## src/rtl/mul8_nibble_seq.sv

```systemverilog
// rtl/mul8_nibble_seq.sv - 8x8 unsigned multiplier built from one reused 4x4 multiplier over four steps

// 4x4 -> 8-bit unsigned multiplier; the only multiply resource in the block.
module multiplier_4b (
   input  logic [3:0] a,
   input  logic [3:0] b,
   output logic [7:0] p
);

   assign p = a * b;

endmodule

// Sequential 8x8 multiplier: accepts operands in IDLE, accumulates four
// shifted nibble products in CALC, then pulses done for one cycle in DONE.
module mul8_nibble_seq (
   input  logic        clk,
   input  logic        rst,
   input  logic        start,
   input  logic [7:0]  in0,
   input  logic [7:0]  in1,
   output logic [15:0] out,
   output logic        done,
   output logic        busy
);

   typedef enum logic [1:0] {
      IDLE = 2'd0,
      CALC = 2'd1,
      DONE = 2'd2
   } state_t;

   state_t      state;
   state_t      state_next;

   logic [1:0]  k;
   logic [7:0]  a_reg;
   logic [7:0]  b_reg;
   logic [15:0] acc;

   logic [3:0]  nib_a;
   logic [3:0]  nib_b;
   logic [7:0]  partial;
   logic [15:0] partial_shifted;
   logic [15:0] sum;

   // Select the nibble pair for the current step.
   // k=1 and k=2 both carry weight 2^4, so their order does not matter.
   always_comb begin
      nib_a = a_reg[3:0];
      nib_b = b_reg[3:0];
      case (k)
         2'd0: begin
            nib_a = a_reg[3:0];
            nib_b = b_reg[3:0];
         end
         2'd1: begin
            nib_a = a_reg[3:0];
            nib_b = b_reg[7:4];
         end
         2'd2: begin
            nib_a = a_reg[7:4];
            nib_b = b_reg[3:0];
         end
         default: begin
            nib_a = a_reg[7:4];
            nib_b = b_reg[7:4];
         end
      endcase
   end

   multiplier_4b u_mul (
      .a (nib_a),
      .b (nib_b),
      .p (partial)
   );

   // Place the 8-bit partial product at the weight of its nibble pair.
   always_comb begin
      partial_shifted = {8'h00, partial};
      case (k)
         2'd0:    partial_shifted = {8'h00, partial};
         2'd1,
         2'd2:    partial_shifted = {4'h0, partial, 4'h0};
         default: partial_shifted = {partial, 8'h00};
      endcase
   end

   // 255*255 fits in 16 bits, so the running sum never overflows.
   assign sum = acc + partial_shifted;

   // State register.
   always_ff @(posedge clk or posedge rst) begin
      if (rst) begin
         state <= IDLE;
      end else begin
         state <= state_next;
      end
   end

   // Next-state logic; start only matters in IDLE and is never queued.
   always_comb begin
      state_next = state;
      case (state)
         IDLE: begin
            if (start) begin
               state_next = CALC;
            end
         end
         CALC: begin
            if (k == 2'd3) begin
               state_next = DONE;
            end
         end
         DONE: begin
            state_next = IDLE;
         end
         default: begin
            state_next = IDLE;
         end
      endcase
   end

   // Operand capture, step counter, accumulator and result register.
   always_ff @(posedge clk or posedge rst) begin
      if (rst) begin
         a_reg <= 8'h00;
         b_reg <= 8'h00;
         acc   <= 16'h0000;
         k     <= 2'd0;
         out   <= 16'h0000;
      end else begin
         case (state)
            IDLE: begin
               if (start) begin
                  a_reg <= in0;
                  b_reg <= in1;
                  acc   <= 16'h0000;
                  k     <= 2'd0;
               end
            end
            CALC: begin
               acc <= sum;
               k   <= k + 2'd1;
               if (k == 2'd3) begin
                  out <= sum;
               end
            end
            default: begin
            end
         endcase
      end
   end

   // Status flags come straight from the state register so no input
   // can reach an output combinationally.
   assign done = (state == DONE);
   assign busy = (state != IDLE);

endmodule
```

## config.mk

```make
export PLATFORM = sky130hd
export DESIGN_NAME = mul8_nibble_seq
export DESIGN_NICKNAME = d
export VERILOG_FILES = /design/src/rtl/mul8_nibble_seq.sv
export SDC_FILE = /design/constraint.sdc
export NUM_CORES = 1
export LEC_CHECK = 0
export CAP_MARGIN = 20
export CORE_UTILIZATION = 50
export DETAILED_ROUTE_END_ITERATION = 10
export PLACE_DENSITY = 0.8
export SETUP_SLACK_MARGIN = 0.1
export SLEW_MARGIN = 20
export SYNTH_ARGS = -nofsm -noshare
export SYNTH_HDL_FRONTEND = slang
export SYNTH_HIERARCHICAL = 1
export SYNTH_SLANG_ARGS = --single-unit
```

## constraint.sdc

```tcl
create_clock -name clk -period 8.2 [get_ports clk]
set_input_delay 0.82 -clock clk [delete_from_list [all_inputs] [get_ports clk]]
set_output_delay 0.82 -clock clk [all_outputs]
set_load 0.02 [all_outputs]
```

==> impl_metrics.csv <==
group,metric,value,unit
global_routing,groute.usage.overall,20.9,%
global_routing,pin_count_of_the_biggest_net_entering_global_routing,53,
worst_setup_path,cpMaxStageDelayCell,"sky130_fd_sc_hd__fa_1",
global_routing,grt_overflow,0,
placed_design,routabilityCongestion,0.934,
synth,area_of_the_mapped_netlist,3390,um^2
placed_design,buffer_ports.inserted,36,
routing,via_count,2632,
clock_tree,hold_buffers,0,
clock_tree,cts.root.buffer_cell,"sky130_fd_sc_hd__clkbuf_8",
sta,final_hold_viol_count,0,
synth,synthesis.area_per_instance,9.86,um^2
synth,synth_warnings,6,
synth,synth-edff-count,0,
routing,drt_first_iter_violations,213,
status,status,"complete, but fails checks",
synth,dominantRegCellSynth,"sky130_fd_sc_hd__dfrtp_1",
min_path,timing.hold.worst_endpoint,"out[7]",
clock_tree,clock_tree.buffer_depth,2,
synth,net_count_synth,399,
synth,postSynthRegisterBits,52,
finish,layout-area-overhead-vs-synth,14.9,%
worst_setup_path,r2r.worst_path.cells,20,
routing,totalWireLength,6890,um
sta,setup-violations-final,0,
worst_setup_path,timing.rr.start,"k[0]",
die,ios,37,
finish,layout-drive-gt1-share,11.9,%
clock_tree,tritoncts.num_buffers,5,
global_routing,antenna_found_initial,0,
clock_tree,cts_tree,"done",
die,die_height,84.4,um
worst_setup_path,critical_path_peak_fanout,7,
min_path,hp-start,"out[7]",
status,violations,"design-rule violations",
die,coreArea,6460,um^2
sta,worst_slew_pin_slew,0.903,ns
clock_tree,insertion_delay,0.31,ns
synth,yosysMostFrequentCell,"sky130_fd_sc_hd__dfrtp_1",
finish,final_net_count,431,
die,fp-row-count,29,
die,die_width,84.4,um
finish,filler_cell_count,571,
clock_tree,clock-sinks,52,
sta,final.period_utilization,69.6,%
worst_setup_path,r2r-end,"out[14]",
clock_tree,cts-htree-levels,2,
die,start_util,52.5,%
sta,post-route-min-period,5.70,ns
sta,worst_slew_margin_rel,39.7,%
synth,seq_area_frac_synth,38.4,%
worst_setup_path,timing.critical_path.from_type,"flip-flop",
routing,via_per_inst,5.80,
worst_setup_path,timing.critical_path.required,8.36,ns
synth,netlist-cell-type-count,47,
global_routing,global_route_wire_length_before_repair,11900,um
synth,synth_common_cells,"sky130_fd_sc_hd__dfrtp_1 (52), sky130_fd_sc_hd__nand2_1 (46), sky130_fd_sc_hd__ha_1 (31), sky130_fd_sc_hd__o21ai_0 (27), sky130_fd_sc_hd__mux2_2 (26)",
worst_setup_path,setup.worst_path.end_class,"flip-flop",
die,design.die.area,7120,um^2
min_path,worstHoldPathCells,2,
sta,fin_setup_tns,0,ns
finish,largestRegisters,"acc x16, out x16",
synth,synth_top_cell_by_area,"sky130_fd_sc_hd__dfrtp_1",
worst_setup_path,critical_path.most_common_cell,"sky130_fd_sc_hd__ha_1",
synth,postSynth.asyncResetShare,100,%
routing,wl_per_cell,15.2,um
job,max-cap-violations,0,
routing,firstDrtPassIters,8,
sta,max_freq,175,MHz
synth,synth.top_cells.by_area,"sky130_fd_sc_hd__dfrtp_1 (38%), sky130_fd_sc_hd__ha_1 (11%), sky130_fd_sc_hd__mux2_2 (8.6%)",
placed_design,dpl.hpwl,5240,um
sta,finClkSkew,0.00696,ns
routing,ant_nets,0,
synth,yosysTopAreaCellShare,38.4,%
clock_tree,clkTransAtPathRegs,0.09,ns
routing,post-route-drc-count,4,
worst_setup_path,r2r_setup_slack,2.50,ns
worst_setup_path,data_arrival_critical_path,5.87,ns
worst_setup_path,criticalPathCategory,"reg2reg",
sta,rsz_0062_raised_after_global_routing,"false",
clock_tree,post-cts-setup-buffers,0,
worst_setup_path,cp_slowest_stage_delay,0.53,ns
global_routing,grt_pass1_vias,2602,
min_path,hold_class,"reg2reg",
clock_tree,ctsResizeCount,0,
synth,post_synth_inst_count,344,
sta,timing_max_transition_violations_final,0,
finish,num_antenna_cells,0,
worst_setup_path,crit_path_cells,"inv_1 -> ha_1 -> nor2_1 -> mux2_2 -> nand2_1 -> fa_1 -> inv_1 -> fa_1 -> ha_1 -> a211oi_1 -> or4b_1 -> o2111ai_1 -> nand2_1 -> o21ai_0 -> ha_1 -> a21o_1 -> a21o_2 -> a2111oi_2 -> xor2_1 -> o21ai_1",
==> final cells by class <==
class	instances	area [um^2]	share of cell area, %
sequential	52	1300	33.4
clock inverter	1	8.76	0.225
clock buffer	7	76.3	1.96
tap	77	96.3	2.47
timing repair buffer	37	368	9.44
inverter	10	38.8	0.996
multi-input combinational	270	2010	51.5
==> cell usage in the layout (no fill, tap or decap), types with 2 or more instances in the layout <==
master / n
sky130_fd_sc_hd__nand3_1: 6
sky130_fd_sc_hd__or4_1: 2
sky130_fd_sc_hd__inv_1: 9
sky130_fd_sc_hd__o22ai_1: 3
sky130_fd_sc_hd__a211oi_1: 2
sky130_fd_sc_hd__fa_1: 5
sky130_fd_sc_hd__clkbuf_8: 5
sky130_fd_sc_hd__clkbuf_1: 2
sky130_fd_sc_hd__or2_2: 2
sky130_fd_sc_hd__xor2_1: 10
sky130_fd_sc_hd__nor2b_1: 4
sky130_fd_sc_hd__o221ai_1: 2
sky130_fd_sc_hd__mux2_2: 26
sky130_fd_sc_hd__a21oi_1: 12
sky130_fd_sc_hd__nor2_1: 13
sky130_fd_sc_hd__mux2i_1: 2
sky130_fd_sc_hd__nand2_1: 46
sky130_fd_sc_hd__nor2_2: 2
sky130_fd_sc_hd__xnor2_1: 7
sky130_fd_sc_hd__nand4_1: 3
sky130_fd_sc_hd__dfrtp_1: 52
sky130_fd_sc_hd__a21o_1: 8
sky130_fd_sc_hd__clkdlybuf4s50_1: 36
sky130_fd_sc_hd__a22o_1: 3
sky130_fd_sc_hd__a31oi_1: 2
sky130_fd_sc_hd__nor3b_1: 2
sky130_fd_sc_hd__a21o_2: 2
sky130_fd_sc_hd__ha_1: 31
sky130_fd_sc_hd__and2_1: 22
sky130_fd_sc_hd__a22oi_1: 4
sky130_fd_sc_hd__o21ai_1: 7
sky130_fd_sc_hd__o21ai_0: 27
==> worst max-delay path, delay by kind of cell (launching register included) <==
| family | cells | cell delay [ns] |
|---|---|---|
| compound gates | 7 | 1.45 |
| xor+xnor | 1 | 0.23 |
| fa+ha+maj | 5 | 2.03 |
| buf+inv | 2 | 0.14 |
| flops | 1 | 0.42 |
| mux | 1 | 0.26 |
| simple gates | 4 | 1.02 |
==> cells by family (layout without fill, tap and decap cells) <==
family	Yosys count	after routing	share of synthesized area, %
fa+ha+maj	36	36	14.4
xor+xnor	17	17	4.39
mux	28	28	9.22
compound gates	83	83	16.0
flops	52	52	38.4
buf+inv	22	55	2.55
simple gates	106	106	15.1
==> through the flow <==
step / cell area, um^2 / hold slack (ns) / cells / setup slack [ns] / utilization, %
floorplan: 3390 / 0.444 / 344 / 3.19 / -
global placement: 3810 / 0.462 / 446 / 2.69 / 59.0
detailed placement: 3810 / 0.469 / 446 / 2.56 / 59.0
CTS: 3890 / 0.490 / 454 / 2.51 / 60.3
global route: 3900 / 0.505 / 454 / 2.16 / 60.3
finish: 3900 / 0.484 / 454 / 2.50 / 60.3
==> how the worst max path moves through the flow <==
stage / from / end
after global routing: k[1] / out[14]
after CTS: k[0] / out[14]
final: k[0] / out[14]
after global placement: k[0] / out[14]
after floorplan: k[0] / out[14]
after detailed placement: k[0] / acc[14]
==> per-layer routing <==
metal / global-route usage [%] / wire length, um
met1: 26.7 / 3120
met2: 36.3 / 3440
met3: 3.83 / 253
met4: 6.32 / 77
met5: 0 / 0
Power is not shown: default switching activity piles up to over one toggle a cycle in this logic, so the estimate is an artifact.
